==> src/rtl/hdmi_reg_pkg.sv <==
// -----------------------------------------------------------------------------
// hdmi_reg_pkg
// Shared types and constants for the HDMI render-core register slave.
//   reg_word_t        : one 32-bit parameter register
//   RESP_OKAY/SLVERR  : AXI response codes used on B and R
//   DEFAULT_NUM_REGS  : default depth of the parameter bank
//   strb_merge()      : bytewise merge of new data into an old word under wstrb
// -----------------------------------------------------------------------------
package hdmi_reg_pkg;

    typedef logic [31:0] reg_word_t;

    localparam logic [1:0] RESP_OKAY   = 2'b00;
    localparam logic [1:0] RESP_SLVERR = 2'b10;

    localparam int DEFAULT_NUM_REGS = 40;

    // Byte k of the result comes from new_word when strb[k] is set,
    // otherwise it keeps old_word.
    function automatic reg_word_t strb_merge(input reg_word_t  old_word,
                                             input reg_word_t  new_word,
                                             input logic [3:0] strb);
        reg_word_t merged;
        merged = old_word;
        for (int k = 0; k < 4; k++) begin
            if (strb[k]) merged[8*k +: 8] = new_word[8*k +: 8];
        end
        return merged;
    endfunction

endpackage

==> src/rtl/hdmi_reg_axi_slave_if.sv <==
// -----------------------------------------------------------------------------
// hdmi_reg_axi_slave_if
// AXI4-Lite bus bundle between a register master (MicroBlaze or bench) and
// the HDMI register slave. Channels: AW, W, B, AR, R.
//   master modport : drives addresses, write data, valids and readys for B/R
//   slave  modport : drives readys for AW/W/AR, and the B/R payloads
// -----------------------------------------------------------------------------
interface hdmi_reg_axi_slave_if #(
    parameter int ADDR_WIDTH = 16,
    parameter int DATA_WIDTH = 32
);
    logic [ADDR_WIDTH-1:0]   axi_awaddr;
    logic [2:0]              axi_awprot;
    logic                    axi_awvalid;
    logic                    axi_awready;
    logic [DATA_WIDTH-1:0]   axi_wdata;
    logic [DATA_WIDTH/8-1:0] axi_wstrb;
    logic                    axi_wvalid;
    logic                    axi_wready;
    logic [1:0]              axi_bresp;
    logic                    axi_bvalid;
    logic                    axi_bready;
    logic [ADDR_WIDTH-1:0]   axi_araddr;
    logic [2:0]              axi_arprot;
    logic                    axi_arvalid;
    logic                    axi_arready;
    logic [DATA_WIDTH-1:0]   axi_rdata;
    logic [1:0]              axi_rresp;
    logic                    axi_rvalid;
    logic                    axi_rready;

    modport master (
        output axi_awaddr, axi_awprot, axi_awvalid, axi_wdata, axi_wstrb, axi_wvalid,
               axi_bready, axi_araddr, axi_arprot, axi_arvalid, axi_rready,
        input  axi_awready, axi_wready, axi_bresp, axi_bvalid,
               axi_arready, axi_rdata, axi_rresp, axi_rvalid
    );

    modport slave (
        input  axi_awaddr, axi_awprot, axi_awvalid, axi_wdata, axi_wstrb, axi_wvalid,
               axi_bready, axi_araddr, axi_arprot, axi_arvalid, axi_rready,
        output axi_awready, axi_wready, axi_bresp, axi_bvalid,
               axi_arready, axi_rdata, axi_rresp, axi_rvalid
    );
endinterface

==> src/rtl/hdmi_reg_axi_slave_bank.sv <==
// -----------------------------------------------------------------------------
// hdmi_reg_bank
// Shadow/active parameter storage for the HDMI render core.
//   axi_aclk, axi_reset : clock, synchronous active-high reset
//   wr_en/idx/data/strb : pre-validated shadow write (strobe-merged)
//   rd_idx / rd_data    : combinational shadow read (caller range-checks)
//   commit              : frame-start pulse, copies shadow -> active
//   reg_active          : frame-stable bank for the draw logic
//   dirty               : shadow written since the last commit
// -----------------------------------------------------------------------------
module hdmi_reg_bank
    import hdmi_reg_pkg::*;
#(
    parameter int NUM_REGS = DEFAULT_NUM_REGS,
    parameter int IDX_W    = $clog2(NUM_REGS)
) (
    input  logic             axi_aclk,
    input  logic             axi_reset,
    input  logic             wr_en,
    input  logic [IDX_W-1:0] wr_idx,
    input  reg_word_t        wr_data,
    input  logic [3:0]       wr_strb,
    input  logic [IDX_W-1:0] rd_idx,
    output reg_word_t        rd_data,
    input  logic             commit,
    output reg_word_t        reg_active [NUM_REGS],
    output logic             dirty
);
    reg_word_t shadow [NUM_REGS];
    reg_word_t active [NUM_REGS];

    assign rd_data    = shadow[rd_idx];
    assign reg_active = active;

    always_ff @(posedge axi_aclk) begin
        if (axi_reset) begin
            // NOTE: both banks are flops, not RAM, and are cleared so the draw
            // logic starts every session from a known all-zero parameter set.
            shadow <= '{default: '0};
            active <= '{default: '0};
            dirty  <= 1'b0;
        end else begin
            // NOTE: non-blocking assignments make the commit copy see shadow as
            // it stood before this edge, so a same-cycle write waits a frame.
            if (commit) active <= shadow;
            if (wr_en)  shadow[wr_idx] <= strb_merge(shadow[wr_idx], wr_data, wr_strb);
            if (wr_en)       dirty <= 1'b1;
            else if (commit) dirty <= 1'b0;
        end
    end
endmodule

==> src/rtl/hdmi_reg_axi_slave.sv <==
// -----------------------------------------------------------------------------
// hdmi_reg_axi_slave
// AXI4-Lite register front end for the HDMI render core.
//   axi_aclk, axi_reset : clock, synchronous active-high reset
//   s_axi               : AXI4-Lite slave bus (AW, W, B, AR, R)
//   commit              : frame-start pulse from the VGA stage
//   reg_active          : frame-stable register bank for the draw logic
//   dirty               : shadow differs (was written) since last commit
// AW and W are captured independently into one-entry holds; the write
// executes the edge after both are held. Reads return the shadow bank.
// -----------------------------------------------------------------------------
module hdmi_reg_axi_slave
    import hdmi_reg_pkg::*;
#(
    parameter int C_AXI_DATA_WIDTH = 32,
    parameter int C_AXI_ADDR_WIDTH = 16,
    parameter int NUM_REGS         = DEFAULT_NUM_REGS
) (
    input  logic                 axi_aclk,
    input  logic                 axi_reset,
    hdmi_reg_axi_slave_if.slave  s_axi,
    input  logic                 commit,
    output reg_word_t            reg_active [NUM_REGS],
    output logic                 dirty
);
    localparam int WIDX_W = C_AXI_ADDR_WIDTH - 2;
    localparam int IDX_W  = $clog2(NUM_REGS);
    localparam int STRB_W = C_AXI_DATA_WIDTH / 8;
    localparam logic [WIDX_W-1:0] NUM_REGS_W = WIDX_W'(NUM_REGS);

    // Channel holds and response registers
    logic                        aw_held, w_held;
    logic [WIDX_W-1:0]           aw_widx_q;
    logic [C_AXI_DATA_WIDTH-1:0] w_data_q;
    logic [STRB_W-1:0]           w_strb_q;
    logic                        bvalid_q, rvalid_q;
    logic [1:0]                  bresp_q, rresp_q;
    logic [C_AXI_DATA_WIDTH-1:0] rdata_q;

    logic              wr_exec, wr_in_range, rd_in_range;
    logic [WIDX_W-1:0] ar_widx;
    reg_word_t         rd_data;
    logic              aw_hs, w_hs, ar_hs;

    // Byte-lane address bits and protection fields carry no meaning here.
    logic unused_bits;
    assign unused_bits = ^{s_axi.axi_awaddr[1:0], s_axi.axi_araddr[1:0],
                           s_axi.axi_awprot, s_axi.axi_arprot};

    assign s_axi.axi_awready = !axi_reset && !aw_held && !bvalid_q;
    assign s_axi.axi_wready  = !axi_reset && !w_held  && !bvalid_q;
    assign s_axi.axi_arready = !axi_reset && !rvalid_q;
    assign s_axi.axi_bvalid  = bvalid_q;
    assign s_axi.axi_bresp   = bresp_q;
    assign s_axi.axi_rvalid  = rvalid_q;
    assign s_axi.axi_rresp   = rresp_q;
    assign s_axi.axi_rdata   = rdata_q;

    assign aw_hs = s_axi.axi_awvalid && s_axi.axi_awready;
    assign w_hs  = s_axi.axi_wvalid  && s_axi.axi_wready;
    assign ar_hs = s_axi.axi_arvalid && s_axi.axi_arready;

    assign wr_exec     = aw_held && w_held;
    assign wr_in_range = aw_widx_q < NUM_REGS_W;
    assign ar_widx     = s_axi.axi_araddr[C_AXI_ADDR_WIDTH-1:2];
    assign rd_in_range = ar_widx < NUM_REGS_W;

    always_ff @(posedge axi_aclk) begin
        if (axi_reset) begin
            aw_held   <= 1'b0;
            aw_widx_q <= '0;
            w_held    <= 1'b0;
            w_data_q  <= '0;
            w_strb_q  <= '0;
            bvalid_q  <= 1'b0;
            bresp_q   <= RESP_OKAY;
            rvalid_q  <= 1'b0;
            rresp_q   <= RESP_OKAY;
            rdata_q   <= '0;
        end else begin
            // Holds can only fill while the other side of the write is pending,
            // never on the edge the write executes (ready is low once held).
            if (aw_hs) begin
                aw_held   <= 1'b1;
                aw_widx_q <= s_axi.axi_awaddr[C_AXI_ADDR_WIDTH-1:2];
            end
            if (w_hs) begin
                w_held   <= 1'b1;
                w_data_q <= s_axi.axi_wdata;
                w_strb_q <= s_axi.axi_wstrb;
            end

            if (wr_exec) begin
                aw_held  <= 1'b0;
                w_held   <= 1'b0;
                bvalid_q <= 1'b1;
                bresp_q  <= wr_in_range ? RESP_OKAY : RESP_SLVERR;
            end else if (bvalid_q && s_axi.axi_bready) begin
                bvalid_q <= 1'b0;
            end

            if (ar_hs) begin
                rvalid_q <= 1'b1;
                rdata_q  <= rd_in_range ? rd_data : '0;
                rresp_q  <= rd_in_range ? RESP_OKAY : RESP_SLVERR;
            end else if (rvalid_q && s_axi.axi_rready) begin
                rvalid_q <= 1'b0;
            end
        end
    end

    // Out-of-range and all-zero-strobe writes never reach the bank, so they
    // neither change a register nor mark the shadow dirty.
    hdmi_reg_bank #(
        .NUM_REGS (NUM_REGS),
        .IDX_W    (IDX_W)
    ) u_bank (
        .axi_aclk   (axi_aclk),
        .axi_reset  (axi_reset),
        .wr_en      (wr_exec && wr_in_range && (|w_strb_q)),
        .wr_idx     (aw_widx_q[IDX_W-1:0]),
        .wr_data    (w_data_q),
        .wr_strb    (w_strb_q),
        .rd_idx     (ar_widx[IDX_W-1:0]),
        .rd_data    (rd_data),
        .commit     (commit),
        .reg_active (reg_active),
        .dirty      (dirty)
    );
endmodule

==> src/flat_wrapper.sv <==
// flat-port wrapper written by rule: the top's interface ports become plain ports
module hdmi_reg_axi_slave_flat import hdmi_reg_pkg::*;
#(
    parameter int C_AXI_DATA_WIDTH = 32,
    parameter int C_AXI_ADDR_WIDTH = 16,
    parameter int NUM_REGS         = DEFAULT_NUM_REGS
)
  (axi_aclk, axi_reset, commit, reg_active, dirty, s_axi_axi_awaddr, s_axi_axi_awprot, s_axi_axi_awvalid, s_axi_axi_wdata, s_axi_axi_wstrb, s_axi_axi_wvalid, s_axi_axi_bready, s_axi_axi_araddr, s_axi_axi_arprot, s_axi_axi_arvalid, s_axi_axi_rready, s_axi_axi_awready, s_axi_axi_wready, s_axi_axi_bresp, s_axi_axi_bvalid, s_axi_axi_arready, s_axi_axi_rdata, s_axi_axi_rresp, s_axi_axi_rvalid);
  hdmi_reg_axi_slave_if #(.ADDR_WIDTH(16), .DATA_WIDTH(32)) s_axi_i ();
  input  logic axi_aclk;
  input  logic axi_reset;
  input  logic commit;
  output reg_word_t reg_active[NUM_REGS];
  output logic dirty;
  input wire logic [$bits(s_axi_i.axi_awaddr)-1:0] s_axi_axi_awaddr;
  input wire logic [$bits(s_axi_i.axi_awprot)-1:0] s_axi_axi_awprot;
  input wire logic [$bits(s_axi_i.axi_awvalid)-1:0] s_axi_axi_awvalid;
  input wire logic [$bits(s_axi_i.axi_wdata)-1:0] s_axi_axi_wdata;
  input wire logic [$bits(s_axi_i.axi_wstrb)-1:0] s_axi_axi_wstrb;
  input wire logic [$bits(s_axi_i.axi_wvalid)-1:0] s_axi_axi_wvalid;
  input wire logic [$bits(s_axi_i.axi_bready)-1:0] s_axi_axi_bready;
  input wire logic [$bits(s_axi_i.axi_araddr)-1:0] s_axi_axi_araddr;
  input wire logic [$bits(s_axi_i.axi_arprot)-1:0] s_axi_axi_arprot;
  input wire logic [$bits(s_axi_i.axi_arvalid)-1:0] s_axi_axi_arvalid;
  input wire logic [$bits(s_axi_i.axi_rready)-1:0] s_axi_axi_rready;
  output wire logic [$bits(s_axi_i.axi_awready)-1:0] s_axi_axi_awready;
  output wire logic [$bits(s_axi_i.axi_wready)-1:0] s_axi_axi_wready;
  output wire logic [$bits(s_axi_i.axi_bresp)-1:0] s_axi_axi_bresp;
  output wire logic [$bits(s_axi_i.axi_bvalid)-1:0] s_axi_axi_bvalid;
  output wire logic [$bits(s_axi_i.axi_arready)-1:0] s_axi_axi_arready;
  output wire logic [$bits(s_axi_i.axi_rdata)-1:0] s_axi_axi_rdata;
  output wire logic [$bits(s_axi_i.axi_rresp)-1:0] s_axi_axi_rresp;
  output wire logic [$bits(s_axi_i.axi_rvalid)-1:0] s_axi_axi_rvalid;
  assign s_axi_i.axi_awaddr = s_axi_axi_awaddr;
  assign s_axi_i.axi_awprot = s_axi_axi_awprot;
  assign s_axi_i.axi_awvalid = s_axi_axi_awvalid;
  assign s_axi_i.axi_wdata = s_axi_axi_wdata;
  assign s_axi_i.axi_wstrb = s_axi_axi_wstrb;
  assign s_axi_i.axi_wvalid = s_axi_axi_wvalid;
  assign s_axi_i.axi_bready = s_axi_axi_bready;
  assign s_axi_i.axi_araddr = s_axi_axi_araddr;
  assign s_axi_i.axi_arprot = s_axi_axi_arprot;
  assign s_axi_i.axi_arvalid = s_axi_axi_arvalid;
  assign s_axi_i.axi_rready = s_axi_axi_rready;
  assign s_axi_axi_awready = s_axi_i.axi_awready;
  assign s_axi_axi_wready = s_axi_i.axi_wready;
  assign s_axi_axi_bresp = s_axi_i.axi_bresp;
  assign s_axi_axi_bvalid = s_axi_i.axi_bvalid;
  assign s_axi_axi_arready = s_axi_i.axi_arready;
  assign s_axi_axi_rdata = s_axi_i.axi_rdata;
  assign s_axi_axi_rresp = s_axi_i.axi_rresp;
  assign s_axi_axi_rvalid = s_axi_i.axi_rvalid;
  hdmi_reg_axi_slave #(.C_AXI_DATA_WIDTH(C_AXI_DATA_WIDTH), .C_AXI_ADDR_WIDTH(C_AXI_ADDR_WIDTH), .NUM_REGS(NUM_REGS)) u_core (.axi_aclk(axi_aclk), .axi_reset(axi_reset), .s_axi(s_axi_i), .commit(commit), .reg_active(reg_active), .dirty(dirty));
endmodule
==> config.mk <==
export PLATFORM = sky130hd
export DESIGN_NAME = hdmi_reg_axi_slave_flat
export DESIGN_NICKNAME = d
export VERILOG_FILES = /design/src/rtl/hdmi_reg_pkg.sv /design/src/rtl/hdmi_reg_axi_slave_if.sv /design/src/rtl/hdmi_reg_axi_slave_bank.sv /design/src/rtl/hdmi_reg_axi_slave.sv /design/src/flat_wrapper.sv
export SDC_FILE = /design/constraint.sdc
export NUM_CORES = 2
export LEC_CHECK = 0
export ABC_CLOCK_PERIOD_IN_PS = 4000
export BUFFER_PORTS_ARGS = -buffer_cell sky130_fd_sc_hd__buf_2
export CAP_MARGIN = 5
export CELL_PAD_IN_SITES_DETAIL_PLACEMENT = 0
export CELL_PAD_IN_SITES_GLOBAL_PLACEMENT = 1
export CORE_AREA = 2 2 542 544
export CTS_CLUSTER_DIAMETER = 30
export DETAILED_ROUTE_END_ITERATION = 10
export DIE_AREA = 0 0 544 546
export PLACE_DENSITY_LB_ADDON = 0.05
export SYNTH_ARGS = -nofsm -noshare
export SYNTH_HDL_FRONTEND = slang
export SYNTH_HIERARCHICAL = 1
export SYNTH_SLANG_ARGS = --single-unit
==> constraint.sdc <==
create_clock -name axi_aclk -period 4 [get_ports axi_aclk]
set_clock_uncertainty 0.2 [all_clocks]
set_input_delay 0.4 -clock axi_aclk [delete_from_list [all_inputs] [get_ports axi_aclk]]
set_output_delay 0.4 -clock axi_aclk [all_outputs]
set_load 0.01 [all_outputs]
==> flow_summary_export.csv <==
group,metric,value,unit
timing,max_slew.worst_pin.slew,1.22,ns
critical_path,reg2reg_slack,-0.17,ns
timing,period_share,104,%
critical_path,timing.critical_path.arrival,4.83,ns
synthesis,synth.top_cells.by_area,"sky130_fd_sc_hd__dfxtp_1 (49%), sky130_fd_sc_hd__mux2i_1 (13%), sky130_fd_sc_hd__mux4_2 (11%), sky130_fd_sc_hd__nand3_1 (6.1%), sky130_fd_sc_hd__o21ai_0 (5.5%)",
critical_path,regToRegStartpoint,"u_core/aw_widx_q[0]",
timing,max_freq,0.240,GHz
drt,routed_via_density,6.02,
drt,wl,628000,µm
run,max-cap-violations,0,
drt,drt_first_pass_iters,9,
floorplanning,start_util,37.4,%
drt,num_vias,101171,
clock_tree,max-clock-path-buffers,4,
critical_path,worst-path-max-fanout,19,
final_layout,post_route_cells_drive_above_1_share,29.0,%
clock_tree,htreeDepth,6,
final_layout,area_growth,35.3,%
clock_tree,clkTransAtPathRegs,0.04,ns
synthesis,yosys.cell_count.top_type,"sky130_fd_sc_hd__dfxtp_1",
pwr,leakage_power_total,0.0614,µW
synthesis,ys_seq_area_share,48.5,%
synthesis,synth.cells.most_frequent,"sky130_fd_sc_hd__dfxtp_1 (2649), sky130_fd_sc_hd__mux2i_1 (1465), sky130_fd_sc_hd__nor2_1 (1347), sky130_fd_sc_hd__nand3_1 (1332), sky130_fd_sc_hd__o21ai_0 (1209)",
synthesis,post_synthesis_cell_count,10703,
synthesis,dominant_combinational_cell_family_by_area_after_synthesis,"multiplexers",
timing,setup_viol,114,
synthesis,area_share_of_xor_xnor_cells_in_the_synthesized_design,0,%
global_routing,antenna_found_initial,130,
clock_tree,tritoncts,"done",
timing,fin_max_slew_vios,0,
global_routing,global_route.usage.total,40.5,%
critical_path,critPathLaunchType,"register",
worst_hold_path,timing.hold.worst_path_depth,4,
critical_path,cp-end-kind,"register",
critical_path,end_of_the_worst_register_to_register_path,"u_core/u_bank/shadow[613]",
worst_hold_path,holdCritPathClass,"primary input to register",
global_routing,globalRoute.totalOverflow,0,
synthesis,post_synth_instance_area,109000,µm²
placed_design,hpwl,466000,µm
placed_design,place_ws,-0.130,ns
placed_design,portBuffers,1391,
critical_path,critPathLaunch,"u_core/aw_widx_q[0]",
synthesis,post_synthesis_compound_gate_area_fraction,10.2,%
synthesis,netlist-cell-type-count,82,
floorplanning,die_height,546,µm
floorplanning,placeableCoreArea,292000,µm²
outcome,failed_checks,"setup timing",
global_routing,grt_start_max_net_pins,204,
synthesis,register_bit_total_from_synthesis,2649,
synthesis,prevailing_post_synth_register_cell,"sky130_fd_sc_hd__dfxtp_1",
final_layout,finish.utilization,50.6,%
timing,post-route-worst-setup-slack,-0.171,ns
synthesis,synth.yosys.warnings,6,
clock_tree,tritoncts_num_sinks,2649,
synthesis,yosys.area_share.simple,12.1,%
placed_design,place_congestion,0.985,
timing,unrepaired_setup_endpoints_after_global_routing,"yes",
pwr,power-per-cell-area,573,nW/µm²
timing,slew-limit-headroom,18.6,%
synthesis,synth_area_leader_cell,"sky130_fd_sc_hd__dfxtp_1",
synthesis,synth_top_cell_area_share,48.5,%
clock_tree,clock-root-buffer,"sky130_fd_sc_hd__clkbuf_16",
global_routing,global_route_wire_length_before_repair,823000,µm
drt,avgRoutedWirePerCell,37.4,µm
clock_tree,cts_buffers,638,
synthesis,synth_enable_flop_cells,0,
placed_design,detailed_place.area,123000,µm²
drt,drc,0,
synthesis,synth-adder-area-share,0,%
synthesis,post_synth_mux_area_share,24.9,%
final_layout,final_nets,12380,
floorplanning,die_x,544,µm
drt,ant_nets,0,
final_layout,stdcell_area,148000,µm²
floorplanning,placementRows,199,
synthesis,syn_avg_cell_area,10.2,µm²
critical_path,reg2regPathDepth,13,
outcome,status,"finished, violations left",
global_routing,via_count_of_the_first_global_routing_pass,91871,
clock_tree,clk_latency,1.05,ns
critical_path,timing_worst_setup_path_type,"register to register",
drt,drtIter0Drc,14490,
critical_path,worstPathRequired,4.66,ns
synthesis,postSynth.asyncResetShare,0,%
floorplanning,design.die.area,297000,µm²
worst_hold_path,hold_path_startpoint,"s_axi_axi_wvalid",
timing,finalHoldViolCount,0,
pwr,totalPowerFinal,84700,µW
pwr,vdd_drop_max,0.412,mV
floorplanning,num_io_pins,1404,
worst_hold_path,timing.hold.worst_endpoint,"u_core/w_held",
timing,totalNegativeSetupSlack,-6.58,ns
timing,layout_min_cycle_time,4.17,ns
## state kept, by name, summed over array words and instances, names as in the netlist, 4 cells and up
| name | count |
|---|---|
| u_core/u_bank/reg_active | 1280 |
| u_core/w_strb_q | 4 |
| u_core/s_axi.axi_rdata | 32 |
| u_core/w_data_q | 32 |
| u_core/u_bank/shadow | 1280 |
| u_core/aw_widx_q | 14 |
## placed cells by master, fill, tap and decap left out, types with 90 or more instances in the layout
cell                            Yosys  final
sky130_fd_sc_hd__buf_4             27    341
sky130_fd_sc_hd__dfxtp_1         2649   2646
sky130_fd_sc_hd__nand2_1          199    158
sky130_fd_sc_hd__o21ai_1           92     90
sky130_fd_sc_hd__buf_2             71   1385
sky130_fd_sc_hd__mux2i_1         1465   1459
sky130_fd_sc_hd__clkbuf_8           0    118
sky130_fd_sc_hd__nand3_1         1332   1332
sky130_fd_sc_hd__nor2_1          1347   1342
sky130_fd_sc_hd__a221oi_1          97     97
sky130_fd_sc_hd__a21oi_1          119    118
sky130_fd_sc_hd__clkinv_2           0    109
sky130_fd_sc_hd__mux4_2           535    535
sky130_fd_sc_hd__dlygate4sd3_1      0    160
sky130_fd_sc_hd__bufinv_16          0     93
sky130_fd_sc_hd__o21ai_0         1209   1207
sky130_fd_sc_hd__clkbuf_16          0    645
sky130_fd_sc_hd__clkbuf_1         829     99
sky130_fd_sc_hd__buf_12             3    155
## metal layers
| layer | part of all wire [%] | track usage [%] | routed length (µm) | vias to the layer above |
|---|---|---|---|---|
| li1 | - | - | - | 42467 |
| met5 | 0.043 | 0 | 267 | - |
| met2 | 40 | 55.9 | 253000 | 6821 |
| met1 | 40 | 54.0 | 251000 | 50615 |
| met3 | 12 | 12.3 | 75500 | 1228 |
| met4 | 7.6 | 26.9 | 47800 | 40 |
## worst max-delay path by stage
stage	end	cells past startpoint	slack, ns
final	u_core/u_bank/shadow[613]	13	-0.17
after global routing	u_core/u_bank/shadow[1026]	11	-0.009
after CTS	u_core/u_bank/shadow[482]	10	0.01
after detailed placement	u_core/u_bank/shadow[293]	10	-0.13
after global placement	u_core/u_bank/shadow[101]	10	-0.09
after floorplan	u_core/s_axi.axi_rdata[31]	9	0.96
## power by group
group	internal (µW)	leakage, µW	switching (µW)
clock network	37600	0.0111	17100
registers	26500	0.0213	36.9
logic	1140	0.0290	2430
total	65200	0.0614	19500
## critical path, stage by stage (launching register included)
cell and delay, ns:
sky130_fd_sc_hd__dfxtp_4 0.47, sky130_fd_sc_hd__buf_8 0.18, sky130_fd_sc_hd__buf_12 0.15, sky130_fd_sc_hd__nor2b_4 0.10
sky130_fd_sc_hd__buf_12 0.19, sky130_fd_sc_hd__buf_4 0.19, sky130_fd_sc_hd__a22o_4 0.24, sky130_fd_sc_hd__a222oi_1 0.98
sky130_fd_sc_hd__buf_4 0.26, sky130_fd_sc_hd__o22ai_2 0.09, sky130_fd_sc_hd__o221ai_4 0.37, sky130_fd_sc_hd__buf_12 0.19
sky130_fd_sc_hd__clkbuf_16 0.21, sky130_fd_sc_hd__o21ai_0 0.10
## area by class of cell
cell class              count  area [µm²]
clock inverters           312        4800
clock buffers             858       18000
fillers                 26637      144000
flip-flops and latches   2649       53000
well taps                3919        4900
multi-input cells        6938       52500
inverters                  16        72.6
repair buffers           2055       14400
diodes                     51         128
## through the flow
step,hold slack (ns),instances
after floorplan,0.231,10704
after global placement,0.245,15393
after detailed placement,0.247,15394
after CTS,0.0286,16728
after global routing,0.0740,16755
final,0.0682,16798
## cell families after synthesis
logic type	count (synthesis)
and+or+nand+nor	2986
DFF	2649
muxes	2045
AOI/OAI and AO/OA	1905
buffers and inverters	1117
other	1
## what timing repair did
action                                  4_1_cts  5_1_grt
endpoints found under the hold margin       540        0
pin swaps                                     1        4
gates resized for setup                       1       26
hold buffers                                160        0
cloned                                        0        4
endpoints found under the setup margin       78      128
buffers inserted                              4       14
Power figures use the tool's default switching activity.
